File: config.mk
export PLATFORM = sky130hd
export DESIGN_NAME = pipe_skid_16bit
export DESIGN_NICKNAME = d
export VERILOG_FILES = /design/src/rtl/pipe_skid_16bit.sv
export SDC_FILE = /design/constraint.sdc
export NUM_CORES = 1
export LEC_CHECK = 0
export ABC_AREA = 0
export BUFFER_PORTS_ARGS = -buffer_cell sky130_fd_sc_hd__buf_2
export CORE_MARGIN = 4
export CORE_UTILIZATION = 45
export DETAILED_ROUTE_END_ITERATION = 12
export PLACE_DENSITY = 0.68
export SETUP_SLACK_MARGIN = 0.05
export SKIP_LAST_GASP = 1
export SLEW_MARGIN = 30
export SYNTH_ARGS = -nofsm -noshare
export SYNTH_HDL_FRONTEND = slang
export SYNTH_SLANG_ARGS = --single-unit
File: constraint.sdc
create_clock -name clk -period 2.4 [get_ports clk]
set_clock_uncertainty 0.1 [all_clocks]
set_input_delay 0.12 -clock clk [delete_from_list [all_inputs] [get_ports clk]]
set_output_delay 0.12 -clock clk [all_outputs]
set_load 0.01 [all_outputs]
File: src/rtl/pipe_skid_16bit.sv
// ---------------------------------------------------------------------------
// pipe_skid_16bit
//
// Two-entry skid buffer. It fully decouples a valid/ready producer from a
// valid/ready consumer. The consumer always sees data from the main
// register. The skid register catches the one word that arrives while the
// main register is stalled.
//
// Ports
//   clk        rising-edge clock for all state.
//   rst        synchronous active-high reset. It has priority over
//              everything else.
//   flush      synchronous active-high discard of all buffered words.
//   in_valid   producer presents in_data this cycle.
//   in_data    producer word, SIZE bits.
//   in_ready   buffer can accept this cycle. It depends only on registered
//              state and flush, and never on out_ready.
//   out_valid  out_data holds a valid word.
//   out_data   word at the head of the buffer. It comes straight from the
//              main register.
//   out_ready  consumer accepts this cycle.
//   count      occupancy, 0..2, registered.
// ---------------------------------------------------------------------------
module pipe_skid_16bit #(
    parameter int SIZE = 16
) (
    input  logic            clk,
    input  logic            rst,
    input  logic            flush,
    input  logic            in_valid,
    input  logic [SIZE-1:0] in_data,
    output logic            in_ready,
    output logic            out_valid,
    output logic [SIZE-1:0] out_data,
    input  logic            out_ready,
    output logic [1:0]      count
);

    typedef enum logic [1:0] {
        EMPTY = 2'd0,
        ONE   = 2'd1,
        TWO   = 2'd2
    } state_t;

    state_t          state_reg;
    state_t          state_next;
    logic [SIZE-1:0] main_reg;
    logic [SIZE-1:0] main_next;
    logic [SIZE-1:0] skid_reg;
    logic [SIZE-1:0] skid_next;

    // These status flags are registered copies decoded from the next state.
    // The handshake outputs therefore come straight from flops.
    logic            valid_reg;
    logic            space_reg;
    logic [1:0]      count_reg;

    logic            in_fire;
    logic            out_fire;

    assign in_ready  = space_reg & ~flush;
    assign out_valid = valid_reg;
    assign out_data  = main_reg;
    assign count     = count_reg;

    assign in_fire   = in_valid & in_ready;
    assign out_fire  = valid_reg & out_ready;

    always_comb begin
        state_next = state_reg;
        main_next  = main_reg;
        skid_next  = skid_reg;
        if (flush) begin
            // A word consumed in this cycle is simply gone. Nothing is
            // captured from in_data, because in_ready is forced low.
            state_next = EMPTY;
            main_next  = '0;
            skid_next  = '0;
        end else begin
            case (state_reg)
                EMPTY: begin
                    if (in_fire) begin
                        main_next  = in_data;
                        state_next = ONE;
                    end
                end
                ONE: begin
                    if (in_fire && out_fire) begin
                        main_next = in_data;
                    end else if (in_fire) begin
                        skid_next  = in_data;
                        state_next = TWO;
                    end else if (out_fire) begin
                        state_next = EMPTY;
                    end
                end
                TWO: begin
                    // in_ready is low here, so only the drain can happen.
                    if (out_fire) begin
                        main_next  = skid_reg;
                        state_next = ONE;
                    end
                end
                default: begin
                    state_next = EMPTY;
                    main_next  = '0;
                    skid_next  = '0;
                end
            endcase
        end
    end

    always_ff @(posedge clk) begin
        if (rst) begin
            state_reg <= EMPTY;
            main_reg  <= '0;
            skid_reg  <= '0;
            valid_reg <= 1'b0;
            space_reg <= 1'b1;
            count_reg <= 2'd0;
        end else begin
            state_reg <= state_next;
            main_reg  <= main_next;
            skid_reg  <= skid_next;
            valid_reg <= (state_next != EMPTY);
            space_reg <= (state_next != TWO);
            count_reg <= state_next;
        end
    end

endmodule
==> flow_summary_export.csv, run 1 <==
group,metric,value,unit
routing,remaining_drc_errors,0,
power_and_ir_drop,p_int,0.933,mW
synthesis,synth_compound_area_share,38.2,%
power_and_ir_drop,leakage,0.808,nW
timing,relSlewSlack,46.7,%
grt,grtUsageMet3,5.11,%
worst_setup_path,crit_chain,"xor2_4, a22o_4, a221oi_1",
worst_setup_path,start_kind,"register",
final_layout,fin_nets,262,
timing,hold_ws,0.0170,ns
die,die_w,71.2,um
clocking,cts_tree,"built",
final_layout,stdcell_count,289,
power_and_ir_drop,switchingPower,0.311,mW
grt,grt_pass1_vias,1613,
grt,grt_max_degree,37,
worst_setup_path,cp_num_buf_inv,0,
synthesis,yosysTopAreaCell,"dfxtp_1",
synthesis,synth_ff_type,"dfxtp_1",
grt,grt_overflow,0,
timing,min_period,1.68,ns
final_layout,fin_area,2240,um^2
die,die_height,71.2,um
synthesis,synthTopCellsByCount,"dfxtp_1 (36), a21oi_1 (17), inv_1 (17)",
worst_setup_path,critPathKind,"register to register",
timing,drv_slew,0,
clocking,cts_max_level,2,
clocking,root_buffer,"clkbuf_8",
worst_setup_path,path_delay_family,"compound AO/OA/AOI/OAI gates",
grt,grt_use_total,19.0,%
synthesis,synthCells,193,
grt,grt_pass1_wl,7.75,mm
synthesis,synth.area.top_cells,"dfxtp_1 (40%), a221oi_2 (8.4%), a22oi_1 (6.7%)",
clocking,numCtsBuffers,5,
timing,fmax,596,MHz
final_layout,num_antenna_cells,0,
synthesis,synth_edf_count,0,
worst_setup_path,crit_fanout,16,
clocking,clk_pin_slew,0.07,ns
placement,hpwl,2.86,mm
synthesis,synth.distinct_cells,32,
clocking,cts_resized,0,
synthesis,yosysMostFrequentCell,"dfxtp_1",
placement,place_congestion,0.754,
timing,tightest_slew,0.799,ns
grt,grt_use_met1,25.0,%
placement,dp_slack,0.747,ns
final_layout,final_core_util,59.4,%
power_and_ir_drop,swShare,25.0,%
synthesis,yosys-mux-area-fraction,0,%
timing,rsz0062_at_grt,"false",
worst_setup_path,r2r-start,"count[1]$_SDFF_PP0_",
die,start_util,47.6,%
power_and_ir_drop,irDropWorstVdd,0.324,mV
placement,place_inst,266,
grt,top_usage_layer,"met2",
timing,hold_viol_final,0,
timing,fin_tns_setup,0,ns
placement,portBuffers,40,
timing,finalCritPeriodShare,70.0,%
synthesis,syn-num-nets,214,
clocking,cts.sinks,36,
final_layout,multiInputGateArea,885,um^2
routing,drtAntennaViolNets,0,
final_layout,layout-drive-gt1-share,29.9,%
power_and_ir_drop,powerDensity,556,nW/um^2
routing,first_pass_iters,4,
routing,vias,1681,
die,die_area,5070,um^2
power_and_ir_drop,power_frac_seq,49.7,%
die,num_rows,22,
grt,antenna_found_initial,0,
clocking,clkLatencyLatePin,0.29,ns
synthesis,netlist.area_leader.share,40.1,%
worst_setup_path,cp_slowest_stage_delay,0.58,ns
synthesis,yosysSeqAreaShare,40.1,%
job,drv_cap,0,
die,core,3770,um^2
synthesis,synth_seq_cells,36,
final_layout,register_area,721,um^2
timing,fin_ws,0.721,ns
routing,viasPerCell,5.82,
worst_setup_path,crit_slowest_cell,"dfxtp_1",
worst_hold_path,min_path_type,"primary input to register",
power_and_ir_drop,combPwrFrac,12.5,%
synthesis,synth_area,1800,um^2
power_and_ir_drop,power_frac_clock,37.9,%
placement,dpl-instance-area,1980,um^2
die,ios,41,
synthesis,async_reset_ff_share,0,%
final_layout,area_delta_synth_final,24.6,%
final_layout,fillerInstances,347,
power_and_ir_drop,power,1.24,mW
synthesis,synth_top_family_by_area,"compound AO/OA/AOI/OAI gates",
grt,grtUsageMet2,29.9,%
synthesis,yosysWarningCount,0,
routing,drt_iter0_markers,230,
worst_hold_path,worstHoldStart,"out_ready",
clocking,cts_buffer_depth,2,
worst_setup_path,crit_start,"count[1]$_SDFF_PP0_",
synthesis,synthXorXnorAreaFrac,1.53,%
worst_setup_path,cp-end-kind,"register",
routing,wl_per_cell,15.7,um
worst_setup_path,crit_arrival,1.77,ns
synthesis,synthSimpleGateAreaFrac,9.47,%
routing,routed_wl,4.54,mm
status,status,"complete, no violations",
worst_setup_path,worst_ep_required_time,2.49,ns
synthesis,synth-adder-area-share,0,%
synthesis,synth.avg_cell_area,9.31,um^2
timing,setup_viol,0,
-- worst register-to-register path, cell delays in order, from the launching register on --
cell      delay (ns)
dfxtp_1         0.58
xor2_4          0.20
a22o_4          0.37
a221oi_1        0.33
-- cell usage in the layout, fill, tap and decap left out, drive strengths merged --
master,n
buf,47
dfxtp,36
inv,17
a21oi,17
a221oi,17
o21ai,16
a22oi,16
nand3,16
o211ai,16
dlygate4sd3,16
clkbuf,7
nand2,3
nor2b,2
nand3b,1
nand4,1
or3,1
and4bb,1
and3,1
o21bai,1
or2,1
a31oi,1
xor2,1
a22o,1
a21boi,1
a21bo,1
nand2b,1
a21o,1
a221o,1
-- area by class of cell --
cell class,instances,area share (%)
clock buffer,7,4.30
inverter,17,2.85
multi-input combinational,118,39.5
sequential,36,32.2
tap,48,2.68
timing repair buffer,63,18.4
-- final timing paths --
check | slack (ns) | cells past startpoint | endpoint
max reg2reg | 0.72 | 3 | out_data[5]$_SDFFE_PP0P_
max | 0.72 | 3 | out_data[5]$_SDFFE_PP0P_
min | 0.02 | 2 | count[1]$_SDFF_PP0_
min reg2reg | 0.36 | 2 | out_data[9]$_SDFFE_PP0P_
-- metal layers --
layer / routed length (um) / share of wire (%) / vias to the layer above
met4: 74 / 1.6 / 0
met2: 2190 / 48 / 54
met1: 1990 / 44 / 791
met5: 0 / 0 / -
li1: - / - / 829
met3: 281 / 6.2 / 7
-- kinds of logic after synthesis --
logic type	count (synthesis)
flops	36
simple gates	28
buf+inv	39
xor+xnor	1
compound gates	89
-- power by group through the flow --
stage	sequential, mW	clock (mW)	combinational, mW
floorplan	0.634	0	0.0872
global placement	0.631	0	0.135
detailed placement	0.631	0	0.135
CTS	0.618	0.483	0.155
global route	0.619	0.498	0.172
finish	0.618	0.471	0.155
-- repair_timing --
| action | in CTS | in global routing |
|---|---|---|
| hold buffers | 16 | 0 |
| buffers inserted | 0 | 0 |
| hold endpoints to repair | 16 | 0 |
(Power assumes the default switching activity.)
==> run 2: changes to the inputs <==
==> constraint.sdc (replaced) <==
create_clock -name clk -period 1.59 [get_ports clk]
set_clock_uncertainty 0.1 [all_clocks]
set_input_delay 0.0795 -clock clk [delete_from_list [all_inputs] [get_ports clk]]
set_output_delay 0.0795 -clock clk [all_outputs]
set_load 0.01 [all_outputs]
==> flow_summary_export.csv, run 2 (synthesis results as in run 1) <==
group,metric,value,unit
final_layout,fin_nets,272,
final_layout,fillerInstances,335,
placement,portBuffers,40,
worst_setup_path,crit_slowest_cell,"dlygate4sd3_1",
worst_setup_path,worstRegToRegCells,3,
routing,viasPerCell,5.82,
clocking,cts_tree,"built",
grt,grt_pass1_wl,8.10,mm
grt,grt_use_total,20.1,%
timing,hold_viol_final,0,
worst_setup_path,start_kind,"primary input",
final_layout,final_common_cell,"buf_2",
power_and_ir_drop,powerDensity,791,nW/um^2
timing,finalCritPeriodShare,91.9,%
clocking,numCtsBuffers,5,
timing,drv_slew,0,
clocking,cts_setup_buffers,0,
clocking,cts_buffer_depth,2,
final_layout,layout-drive-gt1-share,34.1,%
clocking,clk_pin_slew,0.07,ns
grt,grt_max_degree,24,
grt,grt_overflow,0,
routing,drtAntennaViolNets,0,
die,core,3770,um^2
power_and_ir_drop,leakage,0.854,nW
grt,grt_pass1_vias,1716,
status,status,"complete, no violations",
routing,vias,1746,
final_layout,area_delta_synth_final,29.0,%
grt,antenna_found_initial,0,
worst_setup_path,critPathKind,"primary input to register",
timing,setup_viol,0,
clocking,cts_max_level,2,
timing,min_period,1.46,ns
final_layout,num_antenna_cells,0,
final_layout,final_cell_mix,"buf_2 (40), dfxtp_1 (33), inv_1 (17), a21oi_1 (17), dlygate4sd3_1 (17)",
power_and_ir_drop,power,1.83,mW
routing,routed_wl,4.78,mm
final_layout,final_core_util,61.4,%
die,num_rows,22,
worst_setup_path,crit_chain,"dlygate4sd3_1, buf_2, nand2_2, a22o_4, a221oi_1",
die,die_area,5070,um^2
worst_setup_path,cp_slowest_stage_delay,0.52,ns
placement,hpwl,3.02,mm
worst_hold_path,holdPathStages,4,
clocking,clkLatencyLatePin,0.29,ns
die,ios,41,
routing,drt_iter0_markers,180,
clocking,root_buffer,"clkbuf_8",
clocking,cts.sinks,36,
routing,wl_per_cell,15.9,um
job,drv_cap,0,
timing,hold_ws,0.126,ns
worst_setup_path,cp-end-kind,"register",
die,start_util,47.6,%
die,die_height,71.2,um
timing,fmax,685,MHz
worst_setup_path,crit_arrival,1.56,ns
placement,place_congestion,0.767,
worst_setup_path,crit_fanout,16,
worst_hold_path,min_path_type,"primary input to register",
routing,first_pass_iters,4,
routing,remaining_drc_errors,0,
timing,fin_tns_setup,0,ns
power_and_ir_drop,irDropWorstVdd,0.611,mV
timing,rsz0062_at_grt,"false",
worst_setup_path,worst_ep_required_time,1.69,ns
timing,tightest_slew,0.399,ns
timing,relSlewSlack,73.4,%
die,die_w,71.2,um
[run 2: cell count changes in the layout (fill, tap and decap cells not counted), moves of 2 or more]
cell and delta:
dfxtp_1 -3, clkinv_2 +2, buf_4 +9, dfxtp_2 +3, clkbuf_8 -2
[run 2: final cells by class]
type	instances	area (um^2)	area share, %
inverter	17	63.8	2.75
clock buffer	5	68.8	2.97
multi-input combinational	118	891	38.4
sequential	36	724	31.3
tap	48	60.1	2.59
clock inverter	3	18.8	0.810
timing repair buffer	73	490	21.2
[run 2: final timing paths]
kind | startpoint | end | slack, ns
max reg2reg | count[0]$_SDFF_PP0_ | out_data[4]$_SDFFE_PP0P_ | 0.16
min | in_valid | count[0]$_SDFF_PP0_ | 0.13
min reg2reg | out_data[13]$_SDFFE_PP0P_ | out_data[13]$_SDFFE_PP0P_ | 0.36
max | out_ready | out_data[4]$_SDFFE_PP0P_ | 0.13
[run 2: what timing repair did]
action,4_1_cts,5_1_grt
hold buffers,17,0
endpoints found under the hold margin,17,0
endpoints found under the setup margin,1,10
gates resized for setup,1,3
[run 2: power breakdown]
part / switching [mW] / internal [mW]
clock network: 0.343 / 0.305
logic: 0.138 / 0.115
registers: 0.0124 / 0.920
[run 2: stage by stage]
stage,area [um^2],setup WS [ns],instances
3_3_place_gp,2050,0.125,275
6_report,2320,0.129,300
4_1_cts,2310,0.0671,300
3_5_place_dp,2050,0.0631,275
2_1_floorplan,1800,0.0890,193
5_1_grt,2320,0.0598,300
[run 2: critical path: cells and delay by family]
family          cells  cell delay (ns)
compound gates      2             0.66
buf+inv             2             0.68
simple gates        1             0.13
[run 2: metal layers]
layer / track usage (%) / vias to the layer above / share of wire (%)
met3: 5.40 / 8 / 6.6
met4: 8.35 / 0 / 1.8
met5: 0 / - / 0
met2: 32.1 / 65 / 49
li1: - / 841 / -
met1: 25.4 / 832 / 43
